### src/rtl/cla_pkg.sv
// Shared configuration helpers and the stage record for the pipelined CLA adder/subtractor.
package cla_pkg;

    localparam int DEF_WIDTH   = 15;
    localparam int DEF_GROUP   = 3;
    localparam int DEF_GPS     = 1;
    localparam int DEF_NGROUPS = DEF_WIDTH / DEF_GROUP;
    localparam int DEF_LAT     = DEF_NGROUPS / DEF_GPS;

    function automatic int clog2(input int v);
        int r;
        int x;
        r = 0;
        x = v - 1;
        while (x > 0) begin
            r = r + 1;
            x = x >> 1;
        end
        return r;
    endfunction

    // Legal only when the word splits evenly into groups and the groups evenly into stages.
    function automatic bit cfg_ok(input int w, input int g, input int gps);
        return (g > 0) && (gps > 0) && (w >= g) && (w % g == 0) && ((w / g) % gps == 0);
    endfunction

    typedef struct packed {
        logic                 valid;
        logic                 carry;
        logic [DEF_WIDTH-1:0] sum_lo;
        logic [DEF_WIDTH-1:0] a_hi;
        logic [DEF_WIDTH-1:0] b_hi;
    } stage_rec_t;

endpackage

### src/rtl/cla_group.sv
// Combinational GROUP-bit carry-lookahead cell: sum bits, group propagate/generate and per-bit carries.
module cla_group #(
    parameter int GROUP = 3
) (
    input  logic [GROUP-1:0] a,
    input  logic [GROUP-1:0] b,
    input  logic             cin,
    output logic [GROUP-1:0] s,
    output logic             p,
    output logic             g,
    output logic [GROUP-1:0] c
);

    logic [GROUP-1:0] pb;
    logic [GROUP-1:0] gb;

    assign pb = a ^ b;
    assign gb = a & b;
    assign p  = &pb;

    // c[i] is the carry out of bit i, expanded as a flat sum of products over bits 0..i.
    always_comb begin
        logic acc;
        logic pp;
        logic cprev;
        c     = '0;
        s     = '0;
        g     = 1'b0;
        acc   = 1'b0;
        pp    = 1'b1;
        cprev = cin;
        for (int i = 0; i < GROUP; i++) begin
            acc = 1'b0;
            pp  = 1'b1;
            for (int j = i; j >= 0; j--) begin
                acc = acc | (gb[j] & pp);
                pp  = pp & pb[j];
            end
            if (i == GROUP - 1) begin
                g = acc;
            end
            c[i]  = acc | (cin & pp);
            s[i]  = pb[i] ^ cprev;
            cprev = c[i];
        end
    end

endmodule

### src/rtl/cla_addsub_pipe.sv
// Pipelined carry-lookahead adder/subtractor: GPS groups resolved per stage, carry and
// unresolved operand bits registered between stages, valid/ready stream on both sides.
module cla_addsub_pipe
    import cla_pkg::*;
#(
    parameter int WIDTH = 15,
    parameter int GROUP = 3,
    parameter int GPS   = 1
) (
    input  logic             clk,
    input  logic             rst_n,
    input  logic             in_valid,
    output logic             in_ready,
    input  logic [WIDTH-1:0] a,
    input  logic [WIDTH-1:0] b,
    input  logic             sub,
    input  logic             c_in,
    output logic             out_valid,
    input  logic             out_ready,
    output logic [WIDTH-1:0] sum,
    output logic             c_out,
    output logic             ovf,
    output logic             zero
);

    localparam int NGROUPS = WIDTH / GROUP;
    localparam int LAT     = NGROUPS / GPS;
    localparam int SW      = GPS * GROUP;

    if (!cfg_ok(WIDTH, GROUP, GPS)) begin : g_cfg_err
        $error("cla_addsub_pipe: WIDTH must be a multiple of GROUP and WIDTH/GROUP a multiple of GPS");
    end

    logic adv;
    logic ovf_q;
    logic zero_q;

    // Whole pipe moves as one; only a stalled, occupied output holds it.
    assign adv      = out_ready | ~out_valid;
    assign in_ready = adv;

    for (genvar s = 0; s < LAT; s++) begin : g_stage
        localparam int WS = WIDTH - s * SW;
        localparam int HW = WS - SW;

        logic [WS-1:0]         src_a;
        logic [WS-1:0]         src_b;
        logic                  cs;
        logic                  vin;
        logic [GPS-1:0]        gp;
        logic [GPS-1:0]        gg;
        logic [GPS:0]          gc;
        logic [SW-1:0]         ssum;
        logic [SW-1:0]         bc;
        logic                  bc_unused;
        logic [(s+1)*SW-1:0]   sum_nx;
        logic [(s+1)*SW-1:0]   sum_q;
        logic                  vld_q;
        logic                  carry_q;

        // Stage 0 captures the operands; subtraction is A + ~B + 1.
        if (s == 0) begin : g_src
            assign vin    = in_valid;
            assign src_a  = a;
            assign src_b  = b ^ {WIDTH{sub}};
            assign cs     = sub | c_in;
            assign sum_nx = ssum;
        end else begin : g_src
            assign vin    = g_stage[s-1].vld_q;
            assign src_a  = g_stage[s-1].g_skew.a_q;
            assign src_b  = g_stage[s-1].g_skew.b_q;
            assign cs     = g_stage[s-1].carry_q;
            assign sum_nx = {ssum, g_stage[s-1].sum_q};
        end

        for (genvar k = 0; k < GPS; k++) begin : g_grp
            cla_group #(.GROUP(GROUP)) u_grp (
                .a  (src_a[k*GROUP +: GROUP]),
                .b  (src_b[k*GROUP +: GROUP]),
                .cin(gc[k]),
                .s  (ssum[k*GROUP +: GROUP]),
                .p  (gp[k]),
                .g  (gg[k]),
                .c  (bc[k*GROUP +: GROUP])
            );
        end

        always_comb begin
            logic acc;
            logic pp;
            gc    = '0;
            gc[0] = cs;
            acc   = 1'b0;
            pp    = 1'b1;
            for (int k = 1; k <= GPS; k++) begin
                acc = 1'b0;
                pp  = 1'b1;
                for (int j = k - 1; j >= 0; j--) begin
                    acc = acc | (gg[j] & pp);
                    pp  = pp & gp[j];
                end
                gc[k] = acc | (cs & pp);
            end
        end

        assign bc_unused = ^bc;

        always_ff @(posedge clk or negedge rst_n) begin
            if (!rst_n) begin
                vld_q <= 1'b0;
            end else if (adv) begin
                vld_q <= vin;
            end
        end

        // ---- stage register boundary ----
        if (s < LAT - 1) begin : g_skew
            logic [HW-1:0] a_q;
            logic [HW-1:0] b_q;
            always_ff @(posedge clk) begin
                if (adv) begin
                    a_q     <= src_a[WS-1:SW];
                    b_q     <= src_b[WS-1:SW];
                    sum_q   <= sum_nx;
                    carry_q <= gc[GPS];
                end
            end
        end else begin : g_last
            logic c_msb;
            if (SW > 1) begin : g_cm
                assign c_msb = bc[SW-2];
            end else begin : g_cm
                assign c_msb = cs;
            end
            always_ff @(posedge clk or negedge rst_n) begin
                if (!rst_n) begin
                    sum_q   <= '0;
                    carry_q <= 1'b0;
                    ovf_q   <= 1'b0;
                    zero_q  <= 1'b0;
                end else if (adv) begin
                    sum_q   <= sum_nx;
                    carry_q <= gc[GPS];
                    ovf_q   <= c_msb ^ gc[GPS];
                    zero_q  <= ~|sum_nx;
                end
            end
        end
    end

    assign out_valid = g_stage[LAT-1].vld_q;
    assign sum       = g_stage[LAT-1].sum_q;
    assign c_out     = g_stage[LAT-1].carry_q;
    assign ovf       = ovf_q;
    assign zero      = zero_q;

endmodule

### config.mk
export PLATFORM = sky130hd
export DESIGN_NAME = cla_addsub_pipe
export DESIGN_NICKNAME = d
export VERILOG_FILES = /design/src/rtl/cla_pkg.sv /design/src/rtl/cla_group.sv /design/src/rtl/cla_addsub_pipe.sv
export SDC_FILE = /design/constraint.sdc
export NUM_CORES = 1
export LEC_CHECK = 0
export CAP_MARGIN = 20
export CORE_UTILIZATION = 45
export DETAILED_ROUTE_END_ITERATION = 16
export PLACE_DENSITY = 0.68
export SYNTH_ARGS = -nofsm -noshare
export SYNTH_HDL_FRONTEND = slang
export SYNTH_HIERARCHICAL = 1
export SYNTH_SLANG_ARGS = --single-unit
### constraint.sdc
create_clock -name clk -period 1.8 [get_ports clk]
set_input_delay 0.36 -clock clk [delete_from_list [all_inputs] [get_ports clk]]
set_output_delay 0.36 -clock clk [all_outputs]
set_load 0.01 [all_outputs]
==> results.md <==
* Slew @ Worst Pin at 0.287 ns
* Root Driver: clkbuf_8
* Largest net degree at the start of global routing at 30
* Initial Util at 47.4%
* Vias per cell at 4.64
* Slew Limit Fails at 0
* Critical Path Max Stage Delay at 0.42 ns
* CP bufs+invs at 0
* Clock share of power at 31.2%
* Syn nets at 322
* RSZ-0062 raised after global routing: true
* Minimum clock period after layout at 1.77 ns
* DRT antenna net count at 0
* Worst Setup SP: g_stage[3].g_skew.a_q[1]
* CTS tree: built
* Critical-path cell list: ha_4 > a21o_1 > a31o_4 > xor2_2 > nor4_2 > nand4_1 > o21ai_1
* Die area at 0.0103 mm²
* DR vias at 2296
* Top Ports at 56
* Avg Inst Size Synth at 16.8 µm²
* Max Cap Viol at 0
* Synth warnings at 6
* Max clock buf depth at 2
* Die Y at 102 µm
* Status: finished, final reports clean
* DR pass1 iterations at 4
* Worst-case clock skew at 0.00427 ns
* # rows at 35
* Endpoint class of the critical path: flop
* Final hold slack at 0.213 ns
* Pre-CTS setup slack at -0.448 ns
* Sw Share at 26.8%
* Post-cts hold buffer count at 0
* Final instance area at 0.00596 mm²
* Internal at 7.85 mW
* Core Area at 0.00942 mm²
* Hpwl dp at 4.18 mm
* Slew HR at 80.9%
* Combinational Power Share at 24.4%
* GRT Residual Overflow at 0
* ANT cells at 0
* Gr usage total at 14.5%
* Synthesized instance count at 266
* Worst EP arrival at 2.21 ns
* Total Wirelength at 6.43 mm
* Sw power at 2.87 mW
* Insertion delay to the later sink of the worst-skew pair at 0.51 ns
* Fmax at 0.563 GHz
* Global-route wire length before repair at 10.8 mm
* Total CTS buffers at 17
* Worst vdd rail ir drop at 0.751 mV
* Worst Hold Class: in2async
* Post-DP Area at 0.00529 mm²
* Hold Fails Final Rpt at 0
* WS Path Type: reg2reg
* Flop pwr share at 44.4%
* H-tree Lvls at 4
* Fillers at 704
* Area growth, synth to finish at 33.4%
* Critical-path top delay cell: edfxtp_1
* Vias in the first global route at 2379
* DRT iter0 DRCs at 93
* Crit path launch type: flop
* CP max FO at 2
* CP top delay family: compound AO/OA/AOI/OAI gates
* PnR worst setup slack at 0.0253 ns
* Share of layout cells above drive strength 1 at 19.7%
* Routed wire per std cell at 13.0 µm
* Chip width at 102 µm
* Final Core Density at 63.3%
* GPL Wtd Cong at 0.746
* NumNets Final at 409
* Mapped Area at 0.00447 mm²
* R2R Path Start: g_stage[3].g_skew.a_q[1]
* Count of input and output buffers at 55
* Power after layout at 10.7 mW
* Residual DRC at 0
* Pwr dens at 1800 mW/mm²
* WP data required at 2.23 ns
* Sink Count at 117
* Final setup violation count at 0
* CTS clk-pin slew, worst paths at 0.05 ns
* Leakage at 2.51 nW
* Tcrit/Tclk final at 98.6%
* Initial antenna violation count at 0
==> layout by cell type (no fill, tap or decap), drive strengths merged <==
master,n
edfxtp,94
nand2,58
clkdlybuf4s50,45
xor2,26
dfrtp,23
buf,20
clkbuf,19
ha,15
a21o,14
dlymetal6s2s,7
clkinvlp,6
and3,5
fa,5
a31o,5
bufinv,4
a21oi,3
nor4,3
clkinv,3
nor2,2
dlygate4sd2,2
nor2b,1
inv,1
or2,1
nor3,1
nand4,1
o21ai,1
nand2b,1
==> power groups by stage <==
stage / clock network [mW] / registers [mW] / logic (mW)
6_report: 3.35 / 4.76 / 2.61
3_3_place_gp: 0 / 4.74 / 2.41
2_1_floorplan: 0 / 4.78 / 1.37
3_5_place_dp: 0 / 4.79 / 2.49
4_1_cts: 3.42 / 4.77 / 2.62
5_1_grt: 3.54 / 4.88 / 2.94
==> layout make-up <==
type	count	area (µm²)	share of cell area (%)
Tap cell	129	161	2.71
Sequential cell	117	3400	57.0
Timing Repair Buffer	74	731	12.3
Clock buffer	19	422	7.08
Inverter	1	6.26	0.105
Clock inverter	13	183	3.07
Multi-Input combinational cell	142	1060	17.7
==> worst register-to-register path: stages (launching register included) <==
cell and delay, ns:
edfxtp_1 0.42, ha_4 0.26, a21o_1 0.19, a31o_4 0.22, xor2_2 0.16, nor4_2 0.15
nand4_1 0.16, o21ai_1 0.14
==> per-layer routing <==
| layer | GRT usage (%) | vias to the layer above | wire, µm | part of all wire, % |
|---|---|---|---|---|
| met5 | 0 | - | 0 | 0 |
| met2 | 23.8 | 76 | 3150 | 49 |
| met1 | 16.4 | 1071 | 2780 | 43 |
| met4 | 8.36 | 0 | 99 | 1.5 |
| li1 | - | 1139 | - | - |
| met3 | 5.11 | 10 | 395 | 6.1 |
==> worst paths after layout <==
path	slack (ns)	cells past startpoint	to
min in group clk	0.39	3	g_stage[0].vld_q
min reg2reg	0.42	0	g_stage[2].sum_q[1]
max	0.03	7	zero
max in group asynchronous	1.37	2	sum[13]
min	0.21	2	sum[10]
max reg2reg	0.03	7	zero
==> sequential cells by signal, summed over array words and instances, names as in the netlist <==
name                count
g_stage.g_skew.a_q     30
g_stage.g_skew.b_q     30
g_stage.sum_q          30
sum                    15
g_stage.carry_q         4
g_stage.vld_q           4
c_out                   1
out_valid               1
ovf                     1
zero                    1
==> stage by stage <==
stage	std cells	TNS (ns)
after detailed placement	462	-1.52
after global routing	495	-0.101
after CTS	495	-0.0877
after global placement	462	-1.35
after floorplan	266	0
final	495	0
==> repair_timing <==
item / CTS / global route
pin swaps: 5 / 7
setup endpoints to repair: 3 / 9
buffers inserted: 1 / 0
resized for setup: 6 / 9
(Power assumes the default switching activity.)
